==> src/rtl/mem_arbiter.sv <==
// Two-requester arbiter for a shared single-port memory, with lock-based ownership.
// Optional round-robin contention policy: define MEM_ARBITER_ROUND_ROBIN_EN (default build is fixed priority, m0 first).
module mem_arbiter #(
  parameter int ADDR_W = 8,
  parameter int DATA_W = 8
) (
  input  logic              clk,
  input  logic              async_nreset,
  input  logic              m0_req,
  input  logic              m1_req,
  input  logic              m0_write,
  input  logic              m1_write,
  input  logic              m0_lock,
  input  logic              m1_lock,
  input  logic [ADDR_W-1:0] m0_addr,
  input  logic [ADDR_W-1:0] m1_addr,
  input  logic [DATA_W-1:0] m0_wdata,
  input  logic [DATA_W-1:0] m1_wdata,
  output logic              m0_gnt,
  output logic              m1_gnt,
  output logic              m0_rvalid,
  output logic              m1_rvalid,
  output logic [DATA_W-1:0] m0_rdata,
  output logic [DATA_W-1:0] m1_rdata,
  output logic [ADDR_W-1:0] mem_addr,
  output logic [DATA_W-1:0] mem_wdata,
  output logic              mem_write,
  input  logic [DATA_W-1:0] mem_rdata
);

  typedef enum logic [1:0] {
    IDLE = 2'd0,
    OWN0 = 2'd1,
    OWN1 = 2'd2
  } state_t;

  state_t state_q, state_d;
  logic   m0_rvalid_q, m0_rvalid_d;
  logic   m1_rvalid_q, m1_rvalid_d;
  logic   gnt0, gnt1;
  logic   hold0, hold1;
  logic   prefer0;

`ifdef MEM_ARBITER_ROUND_ROBIN_EN
  // last_q = 1 means m1 won most recently, so m0 is preferred on contention.
  logic   last_q, last_d;
  assign prefer0 = last_q;
`else
  assign prefer0 = 1'b1;
`endif

  // Ownership hold, arbitration and next-state selection.
  always_comb begin
    hold0   = 1'b0;
    hold1   = 1'b0;
    gnt0    = 1'b0;
    gnt1    = 1'b0;
    state_d = IDLE;
    case (state_q)
      OWN0:    hold0 = m0_lock;
      OWN1:    hold1 = m1_lock;
      IDLE:    hold0 = 1'b0;
      default: hold0 = 1'b0;
    endcase

    if (!async_nreset) begin
      state_d = IDLE;
    end else if (hold0) begin
      gnt0    = m0_req;
      state_d = OWN0;
    end else if (hold1) begin
      gnt1    = m1_req;
      state_d = OWN1;
    end else begin
      gnt0 = m0_req & (~m1_req | prefer0);
      gnt1 = m1_req & ~gnt0;
      if (gnt0 && m0_lock) begin
        state_d = OWN0;
      end else if (gnt1 && m1_lock) begin
        state_d = OWN1;
      end else begin
        state_d = IDLE;
      end
    end

    m0_rvalid_d = gnt0 & ~m0_write;
    m1_rvalid_d = gnt1 & ~m1_write;
  end

`ifdef MEM_ARBITER_ROUND_ROBIN_EN
  // Remember the most recent winner for round-robin fairness.
  always_comb begin
    if (gnt0) begin
      last_d = 1'b0;
    end else if (gnt1) begin
      last_d = 1'b1;
    end else begin
      last_d = last_q;
    end
  end
`endif

  // Memory port mux; all-zero when nobody is granted.
  always_comb begin
    mem_addr  = '0;
    mem_wdata = '0;
    mem_write = 1'b0;
    if (gnt0) begin
      mem_addr  = m0_addr;
      mem_wdata = m0_wdata;
      mem_write = m0_write;
    end else if (gnt1) begin
      mem_addr  = m1_addr;
      mem_wdata = m1_wdata;
      mem_write = m1_write;
    end else begin
      mem_addr  = '0;
      mem_wdata = '0;
      mem_write = 1'b0;
    end
  end

  // State, read-return flags and last-winner register.
  always_ff @(posedge clk) begin
    if (!async_nreset) begin
      state_q     <= IDLE;
      m0_rvalid_q <= 1'b0;
      m1_rvalid_q <= 1'b0;
`ifdef MEM_ARBITER_ROUND_ROBIN_EN
      last_q      <= 1'b1;
`endif
    end else begin
      state_q     <= state_d;
      m0_rvalid_q <= m0_rvalid_d;
      m1_rvalid_q <= m1_rvalid_d;
`ifdef MEM_ARBITER_ROUND_ROBIN_EN
      last_q      <= last_d;
`endif
    end
  end

  assign m0_gnt    = gnt0;
  assign m1_gnt    = gnt1;
  assign m0_rvalid = m0_rvalid_q;
  assign m1_rvalid = m1_rvalid_q;
  assign m0_rdata  = mem_rdata;
  assign m1_rdata  = mem_rdata;

endmodule

==> config.mk <==
export PLATFORM = sky130hd
export DESIGN_NAME = mem_arbiter
export DESIGN_NICKNAME = d
export VERILOG_FILES = /design/src/rtl/mem_arbiter.sv
export SDC_FILE = /design/constraint.sdc
export NUM_CORES = 1
export LEC_CHECK = 0
export ABC_AREA = 1
export CORE_UTILIZATION = 22
export DETAILED_ROUTE_END_ITERATION = 8
export PLACE_DENSITY = 0.74
export SLEW_MARGIN = 20
export SYNTH_ARGS = -nofsm -noshare
export SYNTH_HDL_FRONTEND = slang
export SYNTH_SLANG_ARGS = --single-unit
==> constraint.sdc <==
create_clock -name clk -period 1.1 [get_ports clk]
set_input_delay 0.22 -clock clk [delete_from_list [all_inputs] [get_ports clk]]
set_output_delay 0.22 -clock clk [all_outputs]
set_load 0.02 [all_outputs]
==> key figures <==
STA
  • Fin crit period: 1.60 ns
  • Final setup violation count: 21
  • Hold Fails Final Rpt: 0
  • Unrepaired setup endpoints after global routing: yes
  • Fmax: 624 MHz
  • Worst rel slew slack: 86.5%
  • Max Transition Viols Final: 0
  • Final WS setup: -0.502 ns
  • Fin crit share: 146%
  • WHS: 0.391 ns
  • Worst Max-Slew Pin Slew: 0.204 ns
  • Clock Skew: 0.00475 ns

Clock network
  • H-tree levels: 1
  • Root Driver: clkbuf_4
  • Clock Latency Late Sink: 0.23 ns
  • TritonCTS Buffers: 3
  • CTS tree: built
  • Clock sinks: 4
  • Worst-path clk slew: 0.04 ns
  • CTS max path bufs: 2

Power
  • Total Power: 0.000882 W
  • VDD IR max: 0.517 mV
  • Cell Pwr Density: 610 mW/mm^2
  • Leakage power: 0.678 nW

Layout
  • Share of cells above drive strength 1: 51.9%
  • Nets: 206
  • Post-route design area: 0.00145 sq mm
  • N_diodes: 0
  • Cell Count, Final, Fillers Out: 186
  • Area Overhead vs Synth: 136%

Yosys
  • #FFs+latches synth: 4
  • Post-synth EDFFs: 0
  • Syn Inst Count: 96
  • Register area share after synthesis: 13.1%
  • Async SR Flop Fraction: 0%
  • Mapped Nets: 144
  • Yosys top cell by area: nand2_1
  • YS warnings: 0
  • Yosys top cell area share: 24.5%
  • Ys flop type: dfxtp_1
  • Synthesized cell area: 613 sq um
  • Syn avg cell area: 6.39 sq um
  • Count leader, synth: nand2_1
  • Top cells by area, synth: nand2_1 24%, buf_4 21%, nand4_1 16%
  • Distinct cells, synth: 19
  • Commonest cells in the netlist: 40 x nand2_1, 17 x buf_4, 16 x nand4_1

Die
  • Die area: 0.00300 sq mm
  • Die W: 54.8 microns
  • IO Pins: 85
  • Die height: 54.8 microns
  • Total core area: 0.00254 sq mm
  • Initial Util: 24.1%
  • # rows: 18

Worst setup path
  • Worst EP required: 0.88 ns
  • Slowest CP cell: dfxtp_2
  • Critical path buffers and inverters: 4
  • CP delay by family, top: buffers and inverters
  • Crit end category: output port
  • Critical Path Source Type: flip-flop
  • Crit. Startpoint: state_q[0]$_SDFF_PN0_
  • Crit-path cells: inv_2, nand3_4, nand2_4, buf_12, nor2_4, buf_12, nand2_2, nand2_2, buf_6
  • CP arrival: 1.38 ns
  • Max incr delay on CP: 0.32 ns
  • CP Class: reg2out
  • CP Max Fanout: 7
  • Worst R2R Start: state_q[0]$_SDFF_PN0_

Routing
  • Vias per cell: 4.62
  • DRC: 0
  • Total Wirelength: 2.27 mm
  • DR WL/cell: 12.2 microns
  • DRT iter0 DRCs: 4
  • Pre-antenna DRT Iters: 2
  • Via count: 859
  • Detail Route Antenna Nets: 0

Run
  • # Max-Cap Violations: 0

Global routing
  • Largest net degree at the start of global routing: 20
  • First-pass GRT wire length: 3.11 mm
  • Grt total ovfl: 0
  • Vias in the first global route: 804
  • Gr usage total: 14.6%
  • Initial antenna violation count: 0

Min path
  • Beginning of the worst hold path: async_nreset
  • Hold Path Class: in2reg

Placed design
  • Post-DP Area: 0.00122 sq mm
  • I/O Buffers: 60
  • Detailed Place HPWL: 1.58 mm
  • Cells after DPL: 171
  • Routability cong.: 0.677

Run status
  • Outcome: finished with violations
  • Failing checks: negative setup slack
-- logic make-up (layout without fill, tap and decap cells) --
logic type	after synthesis	in the layout	share of synthesized area (%)
buffers and inverters	26	84	31.4
flip-flops	4	4	13.1
AND/OR/NAND/NOR	66	68	55.5
-- path summary, 6_finish.rpt --
check	endpoint	cells after the start	slack [ns]
max	mem_wdata[0]	9	-0.50
min	state_q[0]$_SDFF_PN0_	3	0.39
max reg2reg	m1_rvalid$_SDFF_PN0_	8	-0.12
min reg2reg	state_q[0]$_SDFF_PN0_	4	0.62
-- registers in the layout (all words and copies together), names as in the netlist --
signal	cells
state_q	2
m1_rvalid	1
m0_rvalid	1
-- report_power, final --
part,switching (W),internal [W],total (W)
logic,0.000236,0.000315,0.000551
clock network,0.0000557,0.000122,0.000177
registers,0.00000321,0.000151,0.000154
total,0.000294,0.000588,0.000882
-- cells in the final DEF (no fill, tap or decap), drive strengths merged --
cell and instances:
nand2 41, bufbuf 1, nor3 1, nand3 3, dfxtp 4, dlygate4sd2 4, clkdlybuf4s50 35, buf 35
clkdlybuf4s15 2, nand4 17, clkbuf 3, inv 4, nor2 6
-- through the flow --
| step | setup TNS (ns) | util [%] | setup slack [ns] |
|---|---|---|---|
| 2_1_floorplan | -0.659 | - | -0.0744 |
| 3_3_place_gp | -19.67 | 48.0 | -1.02 |
| 3_5_place_dp | -20.20 | 48.0 | -1.06 |
| 4_1_cts | -9.08 | 55.2 | -0.502 |
| 5_1_grt | -11.03 | 56.8 | -0.584 |
| 6_report | -9.25 | 56.8 | -0.502 |
-- per-layer routing --
layer  track usage [%]  up-vias  wire, microns
li1                  -      427              -
met1              13.8      367            779
met2              26.7       56           1160
met3              6.67        9            306
met4              6.41        0             30
met5                 0        -              0
-- area by class of cell --
cell class                 count  area, sq um
tap                           30         37.5
sequential                     4         85.1
fill                         235         1100
clock buffer                   3         22.5
inverter                       4         17.5
multi-input combinational     68          472
timing repair buffer          77          811
-- worst register-to-register path, delay by kind of cell, from the launching register on --
kind	cells	cell delay, ns
flip-flops	1	0.31
buffers and inverters	3	0.44
AND/OR/NAND/NOR	5	0.40
-- repair_timing --
action                     4_1_cts  5_1_grt
gates resized for setup        124       10
setup buffers                    7        1
hold buffers                     0        0
setup endpoints to repair       23       23
gates cloned                     3        1
pin swaps                        8        3
Power figures use the tool's default switching activity.
